### src/rtl/alu_issue_pkg.sv
// Shared definitions for the ALU issue stage: widths, ALU opcode codes,
// RV64I major opcodes and the issued-entry record.
package alu_issue_pkg;

    localparam int XLEN = 64;
    localparam int ILEN = 32;

    // ALU opcode codes, identical to the ones the ALU decodes
    localparam logic [3:0] ALU_ADD  = 4'b0000;
    localparam logic [3:0] ALU_SLL  = 4'b0001;
    localparam logic [3:0] ALU_SLT  = 4'b0010;
    localparam logic [3:0] ALU_SLTU = 4'b0011;
    localparam logic [3:0] ALU_XOR  = 4'b0100;
    localparam logic [3:0] ALU_SRL  = 4'b0101;
    localparam logic [3:0] ALU_OR   = 4'b0110;
    localparam logic [3:0] ALU_AND  = 4'b0111;
    localparam logic [3:0] ALU_SUB  = 4'b1000;
    localparam logic [3:0] ALU_SRA  = 4'b1101;

    // RV64I major opcodes and the alternate funct7/funct6 encodings
    localparam logic [6:0] RV_OP     = 7'b0110011;
    localparam logic [6:0] RV_OP_IMM = 7'b0010011;
    localparam logic [6:0] F7_ALT    = 7'b0100000;
    localparam logic [5:0] F6_SRA    = 6'b010000;

    // One decoded entry as presented to the ALU
    typedef struct packed {
        logic [XLEN-1:0] a;
        logic [XLEN-1:0] b;
        logic [3:0]      opcode;
        logic [4:0]      rd;
        logic            illegal;
    } issue_entry_t;

endpackage

### src/rtl/alu_issue_decode.sv
// Combinational decode of one RV64I OP / OP-IMM instruction into an ALU entry.
// Anything that is not a legal OP/OP-IMM encoding becomes an ADD of zeros
// to x0 with the illegal flag raised, so it still flows down the pipe.
module alu_issue_decode
    import alu_issue_pkg::*;
(
    input  logic [ILEN-1:0] instr_i,
    input  logic [XLEN-1:0] rs1_data_i,
    input  logic [XLEN-1:0] rs2_data_i,
    output issue_entry_t    entry_o
);

    logic [6:0]      major;
    logic [2:0]      funct3;
    logic [6:0]      funct7;
    logic [5:0]      funct6;
    logic [XLEN-1:0] shamt_zx;
    logic [XLEN-1:0] imm_sx;

    assign major    = instr_i[6:0];
    assign funct3   = instr_i[14:12];
    assign funct7   = instr_i[31:25];
    assign funct6   = instr_i[31:26];
    assign shamt_zx = {{(XLEN-6){1'b0}}, instr_i[25:20]};
    assign imm_sx   = {{(XLEN-12){instr_i[31]}}, instr_i[31:20]};

    logic            legal;
    logic [3:0]      op_v;
    logic [XLEN-1:0] b_v;

    // Field decode and legality; instr[30] selects SUB/SRA only for register ops
    always_comb begin
        legal = 1'b0;
        op_v  = ALU_ADD;
        b_v   = '0;
        case (major)
            RV_OP: begin
                b_v  = rs2_data_i;
                op_v = {instr_i[30], funct3};
                legal = (funct7 == 7'b0000000) ||
                        ((funct7 == F7_ALT) && ((funct3 == 3'b000) || (funct3 == 3'b101)));
            end
            RV_OP_IMM: begin
                case (funct3)
                    3'b001: begin
                        b_v   = shamt_zx;
                        op_v  = ALU_SLL;
                        legal = (funct6 == 6'b000000);
                    end
                    3'b101: begin
                        b_v = shamt_zx;
                        if (funct6 == 6'b000000) begin
                            op_v  = ALU_SRL;
                            legal = 1'b1;
                        end else if (funct6 == F6_SRA) begin
                            op_v  = ALU_SRA;
                            legal = 1'b1;
                        end
                    end
                    default: begin
                        // instr[30] is immediate data here, so ADDI never becomes SUB
                        b_v   = imm_sx;
                        op_v  = {1'b0, funct3};
                        legal = 1'b1;
                    end
                endcase
            end
            default: legal = 1'b0;
        endcase
    end

    // Illegal encodings are scrubbed to a harmless ADD of zeros to x0
    always_comb begin
        if (legal) begin
            entry_o.a       = rs1_data_i;
            entry_o.b       = b_v;
            entry_o.opcode  = op_v;
            entry_o.rd      = instr_i[11:7];
            entry_o.illegal = 1'b0;
        end else begin
            entry_o.a       = '0;
            entry_o.b       = '0;
            entry_o.opcode  = ALU_ADD;
            entry_o.rd      = 5'd0;
            entry_o.illegal = 1'b1;
        end
    end

endmodule

### src/rtl/alu_issue_stage.sv
// Decode/issue stage in front of the 64-bit ALU: decode plus a main output
// register and one skid register, so in_ready is a flop and never depends
// combinationally on out_ready.
//
//   state    | meaning
//   ---------+----------------------------------------------------
//   ST_EMPTY | no entry held, out_valid=0
//   ST_ONE   | main register valid, skid free
//   ST_FULL  | main and skid valid, in_ready=0
module alu_issue_stage
    import alu_issue_pkg::*;
(
    input  logic            clk,
    input  logic            rst,
    input  logic            flush,
    input  logic            in_valid,
    output logic            in_ready,
    input  logic [ILEN-1:0] instr,
    input  logic [XLEN-1:0] rs1_data,
    input  logic [XLEN-1:0] rs2_data,
    output logic            out_valid,
    input  logic            out_ready,
    output logic [XLEN-1:0] alu_a,
    output logic [XLEN-1:0] alu_b,
    output logic [3:0]      alu_opcode,
    output logic [4:0]      rd,
    output logic            illegal
);

    localparam logic [1:0] ST_EMPTY = 2'b00;
    localparam logic [1:0] ST_ONE   = 2'b01;
    localparam logic [1:0] ST_FULL  = 2'b10;

    logic [1:0]   state_q, state_d;
    issue_entry_t main_q, main_d;
    issue_entry_t skid_q, skid_d;
    logic         in_ready_q, in_ready_d;
    issue_entry_t dec_entry;
    logic         accept;
    logic         drain;

    alu_issue_decode u_decode (
        .instr_i    (instr),
        .rs1_data_i (rs1_data),
        .rs2_data_i (rs2_data),
        .entry_o    (dec_entry)
    );

    assign in_ready  = in_ready_q;
    assign out_valid = (state_q != ST_EMPTY);
    assign accept    = in_valid & in_ready_q;
    assign drain     = out_valid & out_ready;

    assign alu_a      = main_q.a;
    assign alu_b      = main_q.b;
    assign alu_opcode = main_q.opcode;
    assign rd         = main_q.rd;
    assign illegal    = main_q.illegal;

    // Occupancy transitions; skid only fills when main is held, so order stays FIFO
    always_comb begin
        state_d = state_q;
        main_d  = main_q;
        skid_d  = skid_q;
        if (flush) begin
            state_d = ST_EMPTY;
        end else begin
            case (state_q)
                ST_EMPTY: begin
                    if (accept) begin
                        main_d  = dec_entry;
                        state_d = ST_ONE;
                    end
                end
                ST_ONE: begin
                    if (accept && drain) begin
                        main_d = dec_entry;
                    end else if (accept) begin
                        skid_d  = dec_entry;
                        state_d = ST_FULL;
                    end else if (drain) begin
                        state_d = ST_EMPTY;
                    end
                end
                ST_FULL: begin
                    if (drain) begin
                        main_d  = skid_q;
                        state_d = ST_ONE;
                    end
                end
                default: state_d = ST_EMPTY;
            endcase
        end
    end

    // in_ready is computed from the next state so it can be presented from a flop
    always_comb begin
        in_ready_d = (state_d != ST_FULL);
    end

    // State and data registers; reset also clears the held data
    always_ff @(posedge clk) begin
        if (rst) begin
            state_q    <= ST_EMPTY;
            main_q     <= '0;
            skid_q     <= '0;
            in_ready_q <= 1'b1;
        end else begin
            state_q    <= state_d;
            main_q     <= main_d;
            skid_q     <= skid_d;
            in_ready_q <= in_ready_d;
        end
    end

endmodule

### config.mk
export PLATFORM = sky130hd
export DESIGN_NAME = alu_issue_stage
export DESIGN_NICKNAME = d
export VERILOG_FILES = /design/src/rtl/alu_issue_pkg.sv /design/src/rtl/alu_issue_decode.sv /design/src/rtl/alu_issue_stage.sv
export SDC_FILE = /design/constraint.sdc
export NUM_CORES = 1
export LEC_CHECK = 0
export ABC_AREA = 1
export ABC_CLOCK_PERIOD_IN_PS = 1900
export CORE_ASPECT_RATIO = 1.4
export CORE_MARGIN = 8
export CORE_UTILIZATION = 49
export CTS_CLUSTER_DIAMETER = 40
export DETAILED_ROUTE_END_ITERATION = 16
export HOLD_SLACK_MARGIN = 0.06
export PLACE_DENSITY = 0.8
export SLEW_MARGIN = 20
export SYNTH_ARGS = -nofsm -noshare
export SYNTH_HDL_FRONTEND = slang
export SYNTH_SLANG_ARGS = --single-unit
### constraint.sdc
create_clock -name clk -period 1.9 [get_ports clk]
set_input_delay 0.57 -clock clk [delete_from_list [all_inputs] [get_ports clk]]
set_output_delay 0.57 -clock clk [all_outputs]
set_load 0.02 [all_outputs]
==> results.ini, run 1 <==
[outcome]
outcome = finished, final reports clean

[cts]
cts_sinks = 279
tritoncts = done
numCtsBuffers = 29
worstSkewPairLatency_ns = 0.55
path_clk_slew_ns = 0.06
clockBufferDepth = 3
cts-root-buf = clkbuf_16
h-tree-depth = 1

[sta]
tns_ns = 0
min_period_ns = 1.86
whs_ns = 0.519
period_share_pct = 97.9
relSlewSlack_pct = 75.0
setup_viol = 0
tightest_slew_ns = 0.375
hold_viol = 0
maxSlewViolCount = 0
worst_slack_ns = 0.0394
finClkSkew_ns = 0.0172
fmax_mhz = 537

[layout]
nets = 2035
final_cells = 2204
synthToLayoutAreaGrowth_pct = 39.6
final_layout_size_suffix_gt1_share_pct = 9.28

[synthesis]
yosys.area.top_type = dfxtp_1
synth_area_um2 = 12000
avgSynthCellArea_um2 = 7.45
synth_seq_cells = 279
ys_warn_count = 0
syn_nets = 1776
ys_top_cells_by_area = dfxtp_1 47%, a21oi_1 17%, o21ai_0 11%
synthTopCellsByCount = 416 x a21oi_1, 282 x nand2_1, 279 x dfxtp_1
syn_inst = 1611
synthMostInstantiatedCell = a21oi_1
synthArstFlopShare_pct = 0
ys_seq_area_share_pct = 46.5
synth_cell_types = 26
synth-main-ff-cell = dfxtp_1
synth_top_area_share_pct = 46.5
synth_edf_count = 0

[power]
leakagePower_nw = 6.94
power.total_mw = 13.3
powerDensity_nw_per_um2 = 796
peakVddDrop_mv = 0.612

[setup_path]
timing.rr.start = in_ready
worstPathArrival_ns = 2.32
cp.required_ns = 2.36
criticalPathCategory = input pin to flop
rrSetupSlack_ns = 0.21
worstPathMaxFanout = 13
worstSetupEndpointType = flop
r2r-end = alu_a[55]
r2r_cells = 8
cp-start-kind = input pin

[route]
initialDrtViolationCount = 1276
drtPass1Iterations = 5
drt_wl_total_mm = 41.6
postRouteAntennaNets = 0
drc_errors = 0
viasPerCell = 5.88
routedWlPerCell_um = 18.9
num_vias = 12951

[global_route]
grt_pass1_wl_mm = 62.3
grt_max_degree = 72
grt_pass1_vias = 12356
grt_antenna_before_repair = 3
grt_usage_pct = 24.7
gr-total-overflow = 0

[min_path]
hp-class = flop to flop
whs_endpoint = alu_b[33]
hold_depth = 2
hp-start = alu_b[33]

[die]
core_area_um2 = 24300
die_width_um = 148
num_rows = 68
die_area_um2 = 29800
start_util_pct = 49.3
io_pins = 305
dieHeight_um = 201

[placed_design]
gp_congestion = 0.863
dp_hpwl_mm = 25.1
numPortBuffers = 299
pre_cts_ws_ns = -0.502
dpl.cell_count = 2135

[job]
max_cap_viol_count = 0

-- sequential cells by signal (all words and copies together), names as in the netlist --
| name | flops |
|---|---|
| skid_q | 138 |
| illegal | 1 |
| alu_a | 64 |
| alu_b | 64 |
| state_q | 2 |
| rd | 5 |
| alu_opcode | 4 |
| in_ready | 1 |
-- metal layers --
metal  vias to the layer above  track usage (%)  share of wire, %
met2                       686             39.2                47
met3                       114             5.31               9.0
li1                       6098                -                 -
met4                         0             12.3               4.2
met5                         -                0                 0
met1                      6053             31.1                40
-- layout make-up --
cell class                 instances  area (um^2)
timing repair buffer             387         4150
sequential                       279         5590
inverter                          17         78.8
antenna                            3         7.51
clock inverter                    13          128
fill                            1981         7580
tap                              315          394
clock buffer                      34          795
multi-input combinational       1156         5620
-- how the worst max path moves through the flow --
| stage | start | end | slack, ns |
|---|---|---|---|
| after CTS | state_q[1] | out_valid | 0.004 |
| after detailed placement | instr[28] | alu_a[37] | -0.50 |
| after global placement | instr[27] | alu_a[36] | -0.43 |
| final | instr[29] | alu_b[45] | 0.04 |
| after global routing | instr[29] | skid_q[135] | -0.06 |
| after floorplan | instr[3] | alu_b[53] | 0.23 |
-- timing repair --
item,in CTS,in global routing
hold buffers,0,0
gates cloned,0,16
endpoints found under the setup margin,140,154
buffers inserted,0,3
pin swaps,0,5
gates resized for setup,143,24
-- critical path: stages --
cell             delay, ns
clkdlybuf4s50_1       0.43
nor2_2                0.16
nand3_2               0.10
buf_4                 0.15
nand2_1               0.10
nand3_4               0.08
buf_12                0.16
nand2_8               0.11
buf_6                 0.17
nand3_1               0.09
a21oi_1               0.18
-- report_power, final --
part	internal [mW]	total (mW)	switching (mW)
sequential	6.07	6.19	0.115
clock	3.13	5.53	2.40
combinational	0.734	1.61	0.878
total	9.94	13.3	3.39
-- through the flow --
| stage | cell area (um^2) | util [%] |
|---|---|---|
| 2_1_floorplan | 12000 | - |
| 3_3_place_gp | 15500 | 63.8 |
| 3_5_place_dp | 15500 | 63.8 |
| 4_1_cts | 16300 | 66.9 |
| 5_1_grt | 16800 | 68.9 |
| 6_report | 16800 | 68.9 |
-- cells in the final DEF, fill, tap and decap left out, drive strengths merged --
| cell type | netlist | layout |
|---|---|---|
| nor2 | 18 | 18 |
| clkdlybuf4s15 | 0 | 1 |
| clkbuf | 89 | 44 |
| clkdlybuf4s50 | 0 | 159 |
| nand2 | 285 | 289 |
| inv | 16 | 21 |
| bufinv | 0 | 1 |
| dlygate4sd2 | 0 | 138 |
| nor3 | 1 | 1 |
| o21ai | 277 | 277 |
| dfxtp | 279 | 279 |
| diode | 0 | 3 |
| nand3 | 154 | 154 |
| a21oi | 416 | 416 |
| clkinv | 1 | 6 |
| clkinvlp | 0 | 2 |
| buf | 74 | 79 |
| nand4 | 1 | 1 |
-- logic make-up (layout without fill, tap and decap cells) --
family                 count (synthesis)  count (layout)  share of synthesized area, %
other                                  0               3                             0
AND/OR/NAND/NOR                      459             463                          16.9
flip-flops                           279             279                          46.5
AO/OA/AOI/OAI                        693             693                          28.9
buffers and inverters                180             451                          7.65
No activity file was read; power rests on OpenSTA's default activity.
==> inputs of run 2 (changes only) <==
CELL_PAD_IN_SITES_DETAIL_PLACEMENT = 0   (was not set)
CELL_PAD_IN_SITES_GLOBAL_PLACEMENT = 1   (was not set)
CORE_UTILIZATION = 35   (was 49)
PLACE_DENSITY = not set   (was 0.8)
PLACE_DENSITY_LB_ADDON = 0.1   (was not set)
REMOVE_ABC_BUFFERS = 1   (was not set)
==> results.ini, run 2 (synthesis gave the netlist of run 1 again) <==
[setup_path]
worstPathArrival_ns = 1.27
cp.required_ns = 1.33
crit_start = alu_b[35]
cp_slowest_cell = dlygate4sd2_1
worst-path-buf-inv = 1
cp_top_family = buffers and inverters
slowest_delay_ns = 0.42
worstPathMaxFanout = 2
criticalPathCategory = flop to output pin
worstSetupEndpointType = output pin
timing.rr.start = state_q[0]
cp-start-kind = flop
crit_chain = dlygate4sd2_1

[global_route]
grt_pass1_vias = 12434
grt_pass1_wl_mm = 67.0
grt_max_degree = 94
grt_usage_pct = 20.2
gr-total-overflow = 0
grt_antenna_before_repair = 2

[cts]
path_clk_slew_ns = 0.06
cts-root-buf = clkbuf_16
cts_sinks = 279
clockBufferDepth = 3
worstSkewPairLatency_ns = 0.53
numCtsBuffers = 39
tritoncts = done
h-tree-depth = 2
hold_buffers = 0

[placed_design]
gp_congestion = 0.776
pre_cts_ws_ns = -0.556
numPortBuffers = 299
dp_hpwl_mm = 25.8

[layout]
final_layout_size_suffix_gt1_share_pct = 9.45
fin_util_pct = 50.3
mostFrequentLayoutCells = 413 x a21oi_1, 282 x nand2_1, 279 x dfxtp_1, 261 x o21ai_0, 159 x clkdlybuf4s50_1
synthToLayoutAreaGrowth_pct = 42.3
top_register = skid_q
nets = 2030
largest_reg_flops = 138
final_common_cell = a21oi_1

[sta]
rsz0062_at_grt = true
worst_slack_ns = 0.0621
whs_ns = 0.518
finClkSkew_ns = 0.0185
fmax_mhz = 544
period_share_pct = 96.7
maxSlewViolCount = 0
tightest_slew_ns = 0.609
relSlewSlack_pct = 59.4
min_period_ns = 1.84
hold_viol = 0
setup_viol = 0

[outcome]
outcome = finished, final reports clean

[die]
core_area_um2 = 33900
io_pins = 305
num_rows = 80
dieHeight_um = 235
die_width_um = 172
start_util_pct = 35.4
die_area_um2 = 40600

[route]
routedWlPerCell_um = 18.1
initialDrtViolationCount = 870
num_vias = 12388
postRouteAntennaNets = 0
drc_errors = 0
viasPerCell = 5.28
drtPass1Iterations = 5
drt_wl_total_mm = 42.5

[power]
leakagePower_nw = 7.01
power.total_mw = 15.5
peakVddDrop_mv = 0.668
powerDensity_nw_per_um2 = 910

[job]
max_cap_viol_count = 0

[min_path]
hp-class = flop to flop
hp-start = alu_a[1]

-- run 2: report_power, final --
group | total (mW) | internal [mW] | switching (mW)
logic | 1.60 | 0.733 | 0.872
clock network | 7.74 | 4.90 | 2.84
registers | 6.19 | 6.08 | 0.115
-- run 2: layout make-up --
cell class	count	area, um^2
antenna	2	5.00
fill	3401	16900
clock inverter	19	268
timing repair buffer	375	3880
sequential	279	5590
multi-input combinational	1153	5570
inverter	17	78.8
clock buffer	51	1120
tap	451	564
-- run 2: path summary, 6_finish.rpt --
| kind | end | slack, ns | cells after the start |
|---|---|---|---|
| worst min register to register | alu_a[1] | 0.52 | 2 |
| worst max register to register | alu_a[14] | 0.26 | 9 |
| worst max-delay path | alu_b[35] | 0.06 | 1 |
| worst min-delay path | alu_a[1] | 0.52 | 2 |
-- run 2: stage by stage --
stage                TNS, ns  cells  area [um^2]
finish                     0   2347        17100
global route          -0.106   2346        17100
CTS                    -3.44   2333        16900
detailed placement   -129.86   2261        15600
global placement     -123.47   2261        15600
floorplan           -1103.27   1448        11100
-- run 2: repair_timing --
item,in CTS,in global routing
pin swaps,0,4
setup buffers,0,9
endpoints found under the setup margin,148,268
gates cloned,2,3
gates resized for setup,143,15
-- run 2: layer usage --
| layer | GRT usage [%] | vias to the layer above | share of wire, % |
|---|---|---|---|
| met4 | 6.91 | 2 | 2.6 |
| met1 | 25.3 | 5870 | 43 |
| met2 | 33.7 | 347 | 48 |
| li1 | - | 6106 | - |
| met3 | 3.99 | 63 | 6.2 |
| met5 | 0 | - | 0.031 |
==> inputs of run 3 (changes only) <==
CORE_MARGIN = 5   (was 8)
==> results.ini, run 3 (synthesis gave the netlist of run 1 again) <==
[layout]
synthToLayoutAreaGrowth_pct = 43.3
fin_area_um2 = 17200
multi_input_area_um2 = 5590
final_cells = 2357
nets = 2039
antenna_cells = 0
largest_reg_flops = 138
top_register = skid_q
final_layout_size_suffix_gt1_share_pct = 10.1
mostFrequentLayoutCells = 415 x a21oi_1, 282 x nand2_1, 278 x dfxtp_1, 261 x o21ai_0, 154 x clkdlybuf4s50_1
regArea_um2 = 5590
final_common_cell = a21oi_1
fillers = 3377

[cts]
h-tree-depth = 2
cts-root-buf = clkbuf_16
path_clk_slew_ns = 0.05
cts_sinks = 279
worstSkewPairLatency_ns = 0.54
tritoncts = done
clockBufferDepth = 3
numCtsBuffers = 40

[power]
p_int_mw = 12.0
powerDensity_nw_per_um2 = 920
clkPwrFrac_pct = 50.7
switchingPower_mw = 3.86
pwr-share-comb_pct = 10.1
peakVddDrop_mv = 0.599
swShare_pct = 24.4
seqPwrFrac_pct = 39.2
leakagePower_nw = 7.13

[global_route]
grt_usage_pct = 20.3
grt_max_degree = 75
grt_pass1_vias = 11879
grt_pass1_wl_mm = 64.7
grt_antenna_before_repair = 0
gr-total-overflow = 0

[sta]
setup_viol = 0
rsz0062_at_grt = true
period_share_pct = 98.3
tightest_slew_ns = 0.418
whs_ns = 0.492
min_period_ns = 1.87
fmax_mhz = 535
finClkSkew_ns = 0.0162
relSlewSlack_pct = 72.1
maxSlewViolCount = 0
hold_viol = 0

[placed_design]
numPortBuffers = 299
dp_hpwl_mm = 25.7
place_area_um2 = 15800
gp_congestion = 0.787
dpl.cell_count = 2278

[route]
drt_wl_total_mm = 41.5
drc_errors = 0
routedWlPerCell_um = 17.6
viasPerCell = 5.20
num_vias = 12259
postRouteAntennaNets = 0
drtPass1Iterations = 5
initialDrtViolationCount = 916

[min_path]
hp-class = input pin to flop

[setup_path]
worstPathArrival_ns = 2.33
rrSetupSlack_ns = 0.31
worstSetupEndpointType = flop
crit_chain = clkdlybuf4s50_1 > inv_1 > nand3_2 > nor2_4 > nand3_4 > nand2_8 > buf_6 > buf_4 > nand3_1 > a21oi_2
slowest_delay_ns = 0.45
worstPathMaxFanout = 5
criticalPathCategory = input pin to flop
cp_slowest_cell = clkdlybuf4s50_1
cp.required_ns = 2.36
cp-start-kind = input pin

[job]
max_cap_viol_count = 0

[outcome]
outcome = finished, final reports clean

[die]
die_width_um = 166
core_area_um2 = 34000
die_area_um2 = 38100
dieHeight_um = 229
num_rows = 80
io_pins = 305
start_util_pct = 35.3

run 3: cell types whose count changed in the layout (fill, tap and decap cells not counted), sizes merged:
cell           before  now
buf                74   82
clkdlybuf4s50     159  154
dlymetal6s2s        0    5
clkbuf             54   51
clkinvlp            2    5
bufinv              5    7
diode               2    0
clkinv              7    8
nand2             286  287
run 3: layout make-up:
type / instances / share of cell area, %
sequential: 279 / 32.5
timing repair buffer: 382 / 22.9
clock buffer: 49 / 6.43
tap: 451 / 3.28
inverter: 17 / 0.458
multi-input combinational: 1154 / 32.5
clock inverter: 25 / 2.02
run 3: final timing paths:
path / end / depth (start not counted) / from
worst min register to register: alu_a[1] / 2 / alu_a[1]
worst max register to register: alu_a[34] / 8 / in_ready
worst max-delay path: alu_b[3] / 10 / instr[31]
worst min-delay path: skid_q[18] / 5 / instr[28]
run 3: stage by stage:
stage | total power [mW] | util, % | TNS (ns) | worst slack, ns
4_1_cts | 16.0 | 50.1 | 0 | 0.00829
6_report | 15.8 | 50.5 | 0 | 0.0322
3_5_place_dp | 8.06 | 46.3 | -121.18 | -0.525
3_3_place_gp | 8.06 | 46.3 | -111.25 | -0.487
2_1_floorplan | 6.97 | - | -1103.27 | -4.65
5_1_grt | 16.4 | 50.5 | -0.860 | -0.0485
run 3: what timing repair did:
item	in CTS	in global routing
setup endpoints to repair	140	234
pin swaps	0	6
setup buffers	0	1
hold buffers	0	0
gates resized for setup	145	18
gates cloned	0	4
run 3: routing by layer:
metal / share of wire [%] / global-route usage (%)
met1: 43 / 26.1
met2: 48 / 34.2
met3: 5.8 / 4.31
met4: 2.4 / 6.11
met5: 0 / 0
run 3: power groups by stage:
stage	Clock [mW]	Sequential (mW)	Combinational, mW
2_1_floorplan	0	6.52	0.450
3_3_place_gp	0	6.33	1.74
3_5_place_dp	0	6.33	1.74
4_1_cts	8.21	6.20	1.62
5_1_grt	8.45	6.22	1.74
6_report	8.02	6.20	1.60
run 3: worst max-delay path: cells and delay by family:
kind | cells | cell delay [ns]
simple gates | 5 | 0.78
buf+inv | 4 | 0.81
compound gates | 1 | 0.16
